File: src/rtl/axi_node_pkg.sv
// Shared definitions for the AXI node: BRESP encodings and the routing-width helper
// used to size initiator-side IDs.
package axi_node_pkg;

   localparam logic [1:0] RESP_OKAY   = 2'b00;
   localparam logic [1:0] RESP_EXOKAY = 2'b01;
   localparam logic [1:0] RESP_SLVERR = 2'b10;
   localparam logic [1:0] RESP_DECERR = 2'b11;

   // Width of a source index; a single source still needs one bit.
   function automatic int route_w(input int n);
      return (n <= 1) ? 1 : $clog2(n);
   endfunction

endpackage

File: src/rtl/axi_rr_arb.sv
// Combinational N-way round-robin arbiter: the search starts at ptr_i and wraps.
// Produces a one-hot (or zero) grant plus its binary index.
module axi_rr_arb
   import axi_node_pkg::*;
#(
   parameter int N  = 4,
   parameter int IW = route_w(N)
) (
   input  logic [N-1:0]  req_i,
   input  logic [IW-1:0] ptr_i,
   output logic [N-1:0]  gnt_o,
   output logic [IW-1:0] idx_o,
   output logic          vld_o
);

   // ptr_i < N and k < N, so one conditional subtraction is a full modulo.
   function automatic logic [IW-1:0] wrap_idx(input int v);
      return (v >= N) ? IW'(v - N) : IW'(v);
   endfunction

   logic [IW-1:0] sel_s;
   logic          found_s;

   // First requester at or after the pointer wins.
   always_comb begin
      gnt_o   = '0;
      idx_o   = '0;
      found_s = 1'b0;
      sel_s   = '0;
      for (int k = 0; k < N; k++) begin
         sel_s = wrap_idx(int'(ptr_i) + k);
         if (!found_s && req_i[sel_s]) begin
            gnt_o[sel_s] = 1'b1;
            idx_o        = sel_s;
            found_s      = 1'b1;
         end else begin
            found_s = found_s;
         end
      end
      vld_o = found_s;
   end

endmodule

File: src/rtl/axi_bw_response_arbiter.sv
// Per-target B-channel arbiter: round-robin over the initiator-side decoders, strips the
// routing bits from BID and drives one registered B channel toward the target port.
module axi_bw_response_arbiter
   import axi_node_pkg::*;
#(
   parameter int N_INIT_PORT = 4,
   parameter int AXI_ID_IN   = 3,
   parameter int AXI_ID_OUT  = AXI_ID_IN + route_w(N_INIT_PORT),
   parameter int AXI_USER_W  = 6
) (
   input  logic                              clk,
   input  logic                              rst_n,
   input  logic [N_INIT_PORT*AXI_ID_OUT-1:0] bid_i,
   input  logic [N_INIT_PORT*2-1:0]          bresp_i,
   input  logic [N_INIT_PORT*AXI_USER_W-1:0] buser_i,
   input  logic [N_INIT_PORT-1:0]            bvalid_i,
   output logic [N_INIT_PORT-1:0]            bready_o,
   output logic [AXI_ID_IN-1:0]              bid_o,
   output logic [1:0]                        bresp_o,
   output logic [AXI_USER_W-1:0]             buser_o,
   output logic                              bvalid_o,
   input  logic                              bready_i
);

   localparam int IW = route_w(N_INIT_PORT);

   logic [N_INIT_PORT-1:0] gnt_s;
   logic [IW-1:0]          win_s;
   logic                   win_vld_s;
   logic                   load_en_s;

   logic [IW-1:0]          rr_q,     rr_d;
   logic                   bvalid_q, bvalid_d;
   logic [AXI_ID_IN-1:0]   bid_q,    bid_d;
   logic [1:0]             bresp_q,  bresp_d;
   logic [AXI_USER_W-1:0]  buser_q,  buser_d;

   axi_rr_arb #(
      .N  (N_INIT_PORT),
      .IW (IW)
   ) u_arb (
      .req_i (bvalid_i),
      .ptr_i (rr_q),
      .gnt_o (gnt_s),
      .idx_o (win_s),
      .vld_o (win_vld_s)
   );

   // rst_n gates the ready so no decoder sees a handshake while the node is held in reset.
   assign load_en_s = rst_n & (~bvalid_q | bready_i);
   assign bready_o  = gnt_s & {N_INIT_PORT{load_en_s}};

   // Next state of the output register and the round-robin pointer.
   always_comb begin
      rr_d     = rr_q;
      bvalid_d = bvalid_q;
      bid_d    = bid_q;
      bresp_d  = bresp_q;
      buser_d  = buser_q;
      if (win_vld_s && load_en_s) begin
         bvalid_d = 1'b1;
         bid_d    = bid_i[int'(win_s)*AXI_ID_OUT +: AXI_ID_IN];
         bresp_d  = bresp_i[int'(win_s)*2 +: 2];
         buser_d  = buser_i[int'(win_s)*AXI_USER_W +: AXI_USER_W];
         rr_d     = (win_s == IW'(N_INIT_PORT - 1)) ? '0 : win_s + IW'(1);
      end else if (bready_i) begin
         bvalid_d = 1'b0;
      end else begin
         bvalid_d = bvalid_q;
      end
   end

   // State registers.
   always_ff @(posedge clk or negedge rst_n) begin
      if (!rst_n) begin
         rr_q     <= '0;
         bvalid_q <= 1'b0;
         bid_q    <= '0;
         bresp_q  <= 2'b00;
         buser_q  <= '0;
      end else begin
         rr_q     <= rr_d;
         bvalid_q <= bvalid_d;
         bid_q    <= bid_d;
         bresp_q  <= bresp_d;
         buser_q  <= buser_d;
      end
   end

   assign bvalid_o = bvalid_q;
   assign bid_o    = bid_q;
   assign bresp_o  = bresp_q;
   assign buser_o  = buser_q;

endmodule

File: config.mk
export PLATFORM = sky130hd
export DESIGN_NAME = axi_bw_response_arbiter
export DESIGN_NICKNAME = d
export VERILOG_FILES = /design/src/rtl/axi_node_pkg.sv /design/src/rtl/axi_rr_arb.sv /design/src/rtl/axi_bw_response_arbiter.sv
export SDC_FILE = /design/constraint.sdc
export NUM_CORES = 1
export LEC_CHECK = 0
export CAP_MARGIN = 25
export CORE_MARGIN = 2
export CORE_UTILIZATION = 48
export CTS_BUF_LIST = sky130_fd_sc_hd__clkbuf_4 sky130_fd_sc_hd__clkbuf_8
export CTS_CLUSTER_SIZE = 24
export DETAILED_ROUTE_END_ITERATION = 8
export PLACE_DENSITY = 0.88
export SETUP_SLACK_MARGIN = 0.2
export SYNTH_ARGS = -nofsm -noshare
export SYNTH_HDL_FRONTEND = slang
export SYNTH_SLANG_ARGS = --single-unit
File: constraint.sdc
create_clock -name clk -period 8.5 [get_ports clk]
set_input_delay 0.85 -clock clk [delete_from_list [all_inputs] [get_ports clk]]
set_output_delay 0.85 -clock clk [all_outputs]
set_load 0.05 [all_outputs]
Word level (Yosys, flattened, before mapping)
Cells that the tools add are included.

word-level totals
  register bits after elaboration = 14
  input bits = 59
  word-level logic and storage cells = 85

operators by class
  add/subtract/negate cells = 8
  multiply operators = 2
  order comparisons = 12
  eq/ne operators = 1
  shifts and indexed selects = 3
  multiplexer cells = 35
  bitwise operators = 7
  reduce and logical (&&, ||, !) cells = 12

operator list
  operator                                                            number
  indexed part select 24 x 6 -> 6 bit                                 1
  indexed part select 20 x 6 -> 3 bit                                 1
  two-way mux 2 bit                                                   9
  two-way mux 4 bit                                                   4
  two-way mux 1 bit                                                   14
  < comparator 2 x 3 -> 1 bit (second input constant)                 4
  bitwise OR 4 bit                                                    3
  greater-or-equal comparator 3 bit (second input constant)           3
  binary-select mux 1 bit (select 2 bit)                              4
  demux 1 bit (select 2 bit)                                          4
  greater-or-equal comparator 2 x 1 -> 1 bit (second input constant)  4
  logical AND 1 bit                                                   8
  indexed part select 8 x 4 -> 2 bit                                  1
  subtractor 2 x 1 -> 2 bit (second input constant)                   4
  adder 2 x 2 -> 3 bit (second input constant)                        2
  multiplier 2 x 3 -> 5 bit (second input constant)                   1
  bitwise AND 4 bit                                                   1
  multiplier 2 x 2 -> 4 bit (second input constant)                   1
  adder 2 x 1 -> 3 bit (second input constant)                        1
  greater-or-equal comparator 2 x 3 -> 1 bit (second input constant)  1
  zero test 1 bit                                                     3
  adder 2 x 1 -> 2 bit (second input constant)                        1
  == test 2 bit (second input constant)                               1
  nonzero test 2 bit                                                  1
  other kinds (3)                                                     3

Depth between registers and ports, before layout
  depth after elaboration = 16
  depth in mapped cells = 12

Modules after synthesis
From an unflattened synthesis, not the netlist that was laid out.

second synthesis, totals
  cells, all modules = 95
  area total of the unflattened synthesis = 1251.2 sq um

modules (own cells, without submodules)
  module                   instances  cells each  area an instance (sq um)
  axi_bw_response_arbiter  1          50          829.5
  axi_rr_arb               1          45          421.7

Worst setup path before layout
OpenSTA, ideal clock, no wires.

  path type = register to output
  from = register rr_q[0]
  to = output bready_o[0]
  arrival time = 2.772 ns
  data required time = 7.650 ns
  slack = 4.878 ns
  cell stages (with the launch flop) = 11
  buffers on the path = 2
  cell sequence = dfrtp_1 > buf_2 > inv_1 > ha_1 > clkbuf_1 > mux4_2 > nor2b_4 > a22oi_1 > nor2_1 > a221oi_1 > nor2_1

between the ends
  word-level cells in the longest chain between the ends = 15
  elaborated cells on any way between the ends = 60

RTL lines
  item                                                           line                           source
  start, declared                                                axi_bw_response_arbiter.sv:32  logic [IW-1:0] rr_q, rr_d;
  start signal, assigned                                         axi_bw_response_arbiter.sv:82  rr_q <= rr_d;
  branches (longest 13 deep; another with adder 2 x 1 -> 3 bit)  -
  two-way mux 4 bit *                                            axi_rr_arb.sv:32               if (!found_s && req_i[sel_s]) begin
  bitwise AND 4 bit *                                            axi_bw_response_arbiter.sv:51  assign bready_o = gnt_s & {N_INIT_PORT{load_en_s}};
  end, declared                                                  axi_bw_response_arbiter.sv:17  output logic [N_INIT_PORT-1:0] bready_o,

Mark *: on every way between the ends. The select of a mux whose other input is x is not followed.

Worst setup path in the final report
  from = register rr_q[0]
  to = output bready_o[1]

Same word-level chain as after synthesis.

==> metrics.cfg <==
[outcome]
status = complete, no violations

[power_and_ir_drop]
switching_share = 0.526
p_seq_frac = 0.137
internal-power_uw = 428
p_leak_nw = 0.943
total_power_uw = 902
ir_drop_mv = 0.194
power-per-cell-area_mw_per_mm2 = 360
clkPwrFrac = 0.075
p_switching_uw = 474
pwr-share-comb = 0.788

[critical_path]
crit_fanout = 80
critPathMaxStageDelay_ns = 0.81
r2r_setup_slack_ns = 4.36
worstSetupStartpoint = rr_q[0]
cp-endpoint = bready_o[1]
end_kind = primary output
r2r-end = buser_o[3]
ff2ff_path_depth = 10
path_class = reg2out
worst_ep_arrival_time_ns = 4.12
cp_slowest_cell = clkdlybuf4s50_1
path_cells = buf_4, inv_1, ha_1, nor2_1, a21o_1, a32oi_1, o21ai_0, a221oi_1, nor2_1, clkdlybuf4s50_1
r2r-start = rr_q[0]
required_ns = 7.65
start_kind = flip-flop
cpMostUsedCell = nor2_1

[floorplan]
fp.dieH_um = 66.0
coreArea_mm2 = 0.00369
row_count = 22
ios = 75
die_w_um = 66.0
die-area_mm2 = 0.00435
initial_core_util = 0.500

[detailed_routing]
drcViolationCount = 0
wl_per_cell_um = 15.2
first_pass_iters = 5
drt_wl_total_um = 4630
avgViaCountPerCell = 5.97
vias = 1821
ant_nets = 0
drt_iter0_drc = 103

[grt]
grt_use_total = 0.215
use_met3 = 0.0153
grt_use_met1 = 0.265
grt_max_degree = 81
grt_pass1_wl_um = 7460
antenna_found_initial = 0
top_usage_layer = met2
grt_pass1_vias = 1655
use_met2 = 0.396
overflow = 0

[cells_and_area]
fin_cells = 305
diodes = 0
areaGrowthSynthToFinish_pct = 35.9
fin_nets = 324
drive_gt1_frac = 0.0856
postLayoutCellArea_mm2 = 0.00251
fin_util = 0.679

[placed_design]
portBuffers = 66
dpl_worst_slack_ns = 3.84
post-dp-hpwl_um = 3370
place_inst = 300
place_congestion = 0.779
place_area_mm2 = 0.00244

[logic_synthesis]
yosysSeqAreaShare = 0.190
synth-async-reset-ratio = 1.00
synth-main-ff-cell = dfrtp_1
netlist_area_mm2 = 0.00184
netlist_instances = 208
synth_area_leaders = dfrtp_1 (19%), mux2i_1 (12%), nor2b_1 (8.5%), a211oi_2 (7.5%), a221o_1 (6.0%)
synth_edf_count = 0
synth_nets = 274
yosys_warnings = 0
syn_avg_cell_area_um2 = 8.87
yosys.area.top_type_share = 0.190
synth_area_leader_cell = dfrtp_1
synth-seq-cells = 14
synth_cell_types = 36

[cts]
ctsHoldBuffers = 0
cts.htree.levels = 1
clock-sinks = 14
cts_made_buffers = 3
clkTransAtPathRegs_ns = 0.06
clock_latency_ns = 0.25
cts_resized = 0
clock_path_buffers = 2
root_buffer = clkbuf_8
cts_tree = done
cts_setup_buffers = 0

[sta]
layout_setup_ws_ns = 3.53
hold_viol = 0
rsz0062_at_grt = false
fin_crit_ns = 4.97
fin_crit_sh = 0.584
holdWs_ns = 0.513
fin_tns_setup_ns = 0
slew_headroom = 0.374
tightest_slew_ns = 0.939
skew_ns = 0.00185
clock.fmax_ghz = 0.201
maxSlewViolCount = 0
setup_viol = 0

[worst_hold_path]
hold_path.class = reg2reg

[run]
max_cap_viol_count = 0

critical path, delay by kind of cell, from the launching register on:
| family | cells | cell delay [ns] |
|---|---|---|
| adders and majority gates | 1 | 0.50 |
| AOI/OAI and AO/OA | 4 | 0.81 |
| and+or+nand+nor | 2 | 0.32 |
| DFF | 1 | 0.34 |
| buffers and inverters | 3 | 1.88 |
worst min-delay path by stage:
| stage | start | to | cells past startpoint |
|---|---|---|---|
| 4_1_cts | bid_o[1] | bid_o[1] | 1 |
| 3_5_place_dp | bresp_o[0] | bresp_o[0] | 1 |
| 2_1_floorplan | rst_n | bid_o[0] | 0 |
| 3_3_place_gp | bvalid_o | bvalid_o | 2 |
| 6_report | bid_o[1] | bid_o[1] | 1 |
| 5_1_grt | bresp_o[0] | bresp_o[0] | 1 |
kinds of logic after synthesis:
logic type	after synthesis	synth area share
AND/OR/NAND/NOR	56	0.171
XOR/XNOR	2	0.00950
flip-flops	14	0.190
multiplexers	25	0.158
buffers and inverters	26	0.0787
AO/OA/AOI/OAI	78	0.345
adder cells (fa/ha/maj)	7	0.0475
flip-flops by register name, indices dropped and copies added, names as in the netlist:
name	flops
buser_o	6
rr_q	2
bid_o	3
bvalid_o	1
bresp_o	2
cell usage after synthesis (3+ instances only):
| cell | number |
|---|---|
| mux2i_1 | 22 |
| a221oi_1 | 4 |
| a21o_1 | 3 |
| buf_6 | 5 |
| a211oi_2 | 11 |
| a211oi_1 | 11 |
| a2111oi_0 | 11 |
| nor2b_1 | 25 |
| ha_1 | 7 |
| nor2_1 | 12 |
| buf_2 | 5 |
| a22oi_1 | 5 |
| o21ai_0 | 6 |
| dfrtp_1 | 14 |
| clkbuf_1 | 11 |
| a221o_1 | 11 |
| a21oi_1 | 14 |
| nand2_1 | 7 |
metal layers:
layer / vias up / routed length, µm / part of all wire
li1: 907 / - / -
met1: 848 / 1980 / 0.43
met2: 60 / 2390 / 0.52
met3: 6 / 187 / 0.040
met4: 0 / 68 / 0.015
met5: - / 0 / 0
layout make-up:
class,count,area (µm²)
tap,48,60.1
fill,292,1180
multi-input combinational,168,1350
clock buffer,4,55.1
inverter,2,7.51
timing repair buffer,69,683
sequential,14,352
power groups by stage:
stage	clock, mW	combinational [mW]	sequential [mW]
3_5_place_dp	0	0.699	0.123
5_1_grt	0.0697	0.772	0.127
4_1_cts	0.0672	0.700	0.124
6_report	0.0674	0.711	0.124
2_1_floorplan	0	0.475	0.215
3_3_place_gp	0	0.683	0.123
cell usage in the layout (no fill, tap or decap), types with 3 or more instances in the layout:
| master | Yosys | final |
|---|---|---|
| nand2_1 | 7 | 7 |
| clkdlybuf4s50_1 | 0 | 66 |
| clkbuf_8 | 0 | 4 |
| a21oi_1 | 14 | 14 |
| a211oi_2 | 11 | 11 |
| nor2b_1 | 25 | 25 |
| mux2i_1 | 22 | 22 |
| nor2_1 | 12 | 12 |
| a221oi_1 | 4 | 4 |
| o21ai_0 | 6 | 6 |
| a22oi_1 | 5 | 5 |
| dfrtp_1 | 14 | 13 |
| a221o_1 | 11 | 11 |
| a2111oi_0 | 11 | 11 |
| ha_1 | 7 | 7 |
| a21o_1 | 3 | 3 |
| a211oi_1 | 11 | 11 |
No activity file was read; power rests on OpenSTA's default activity.
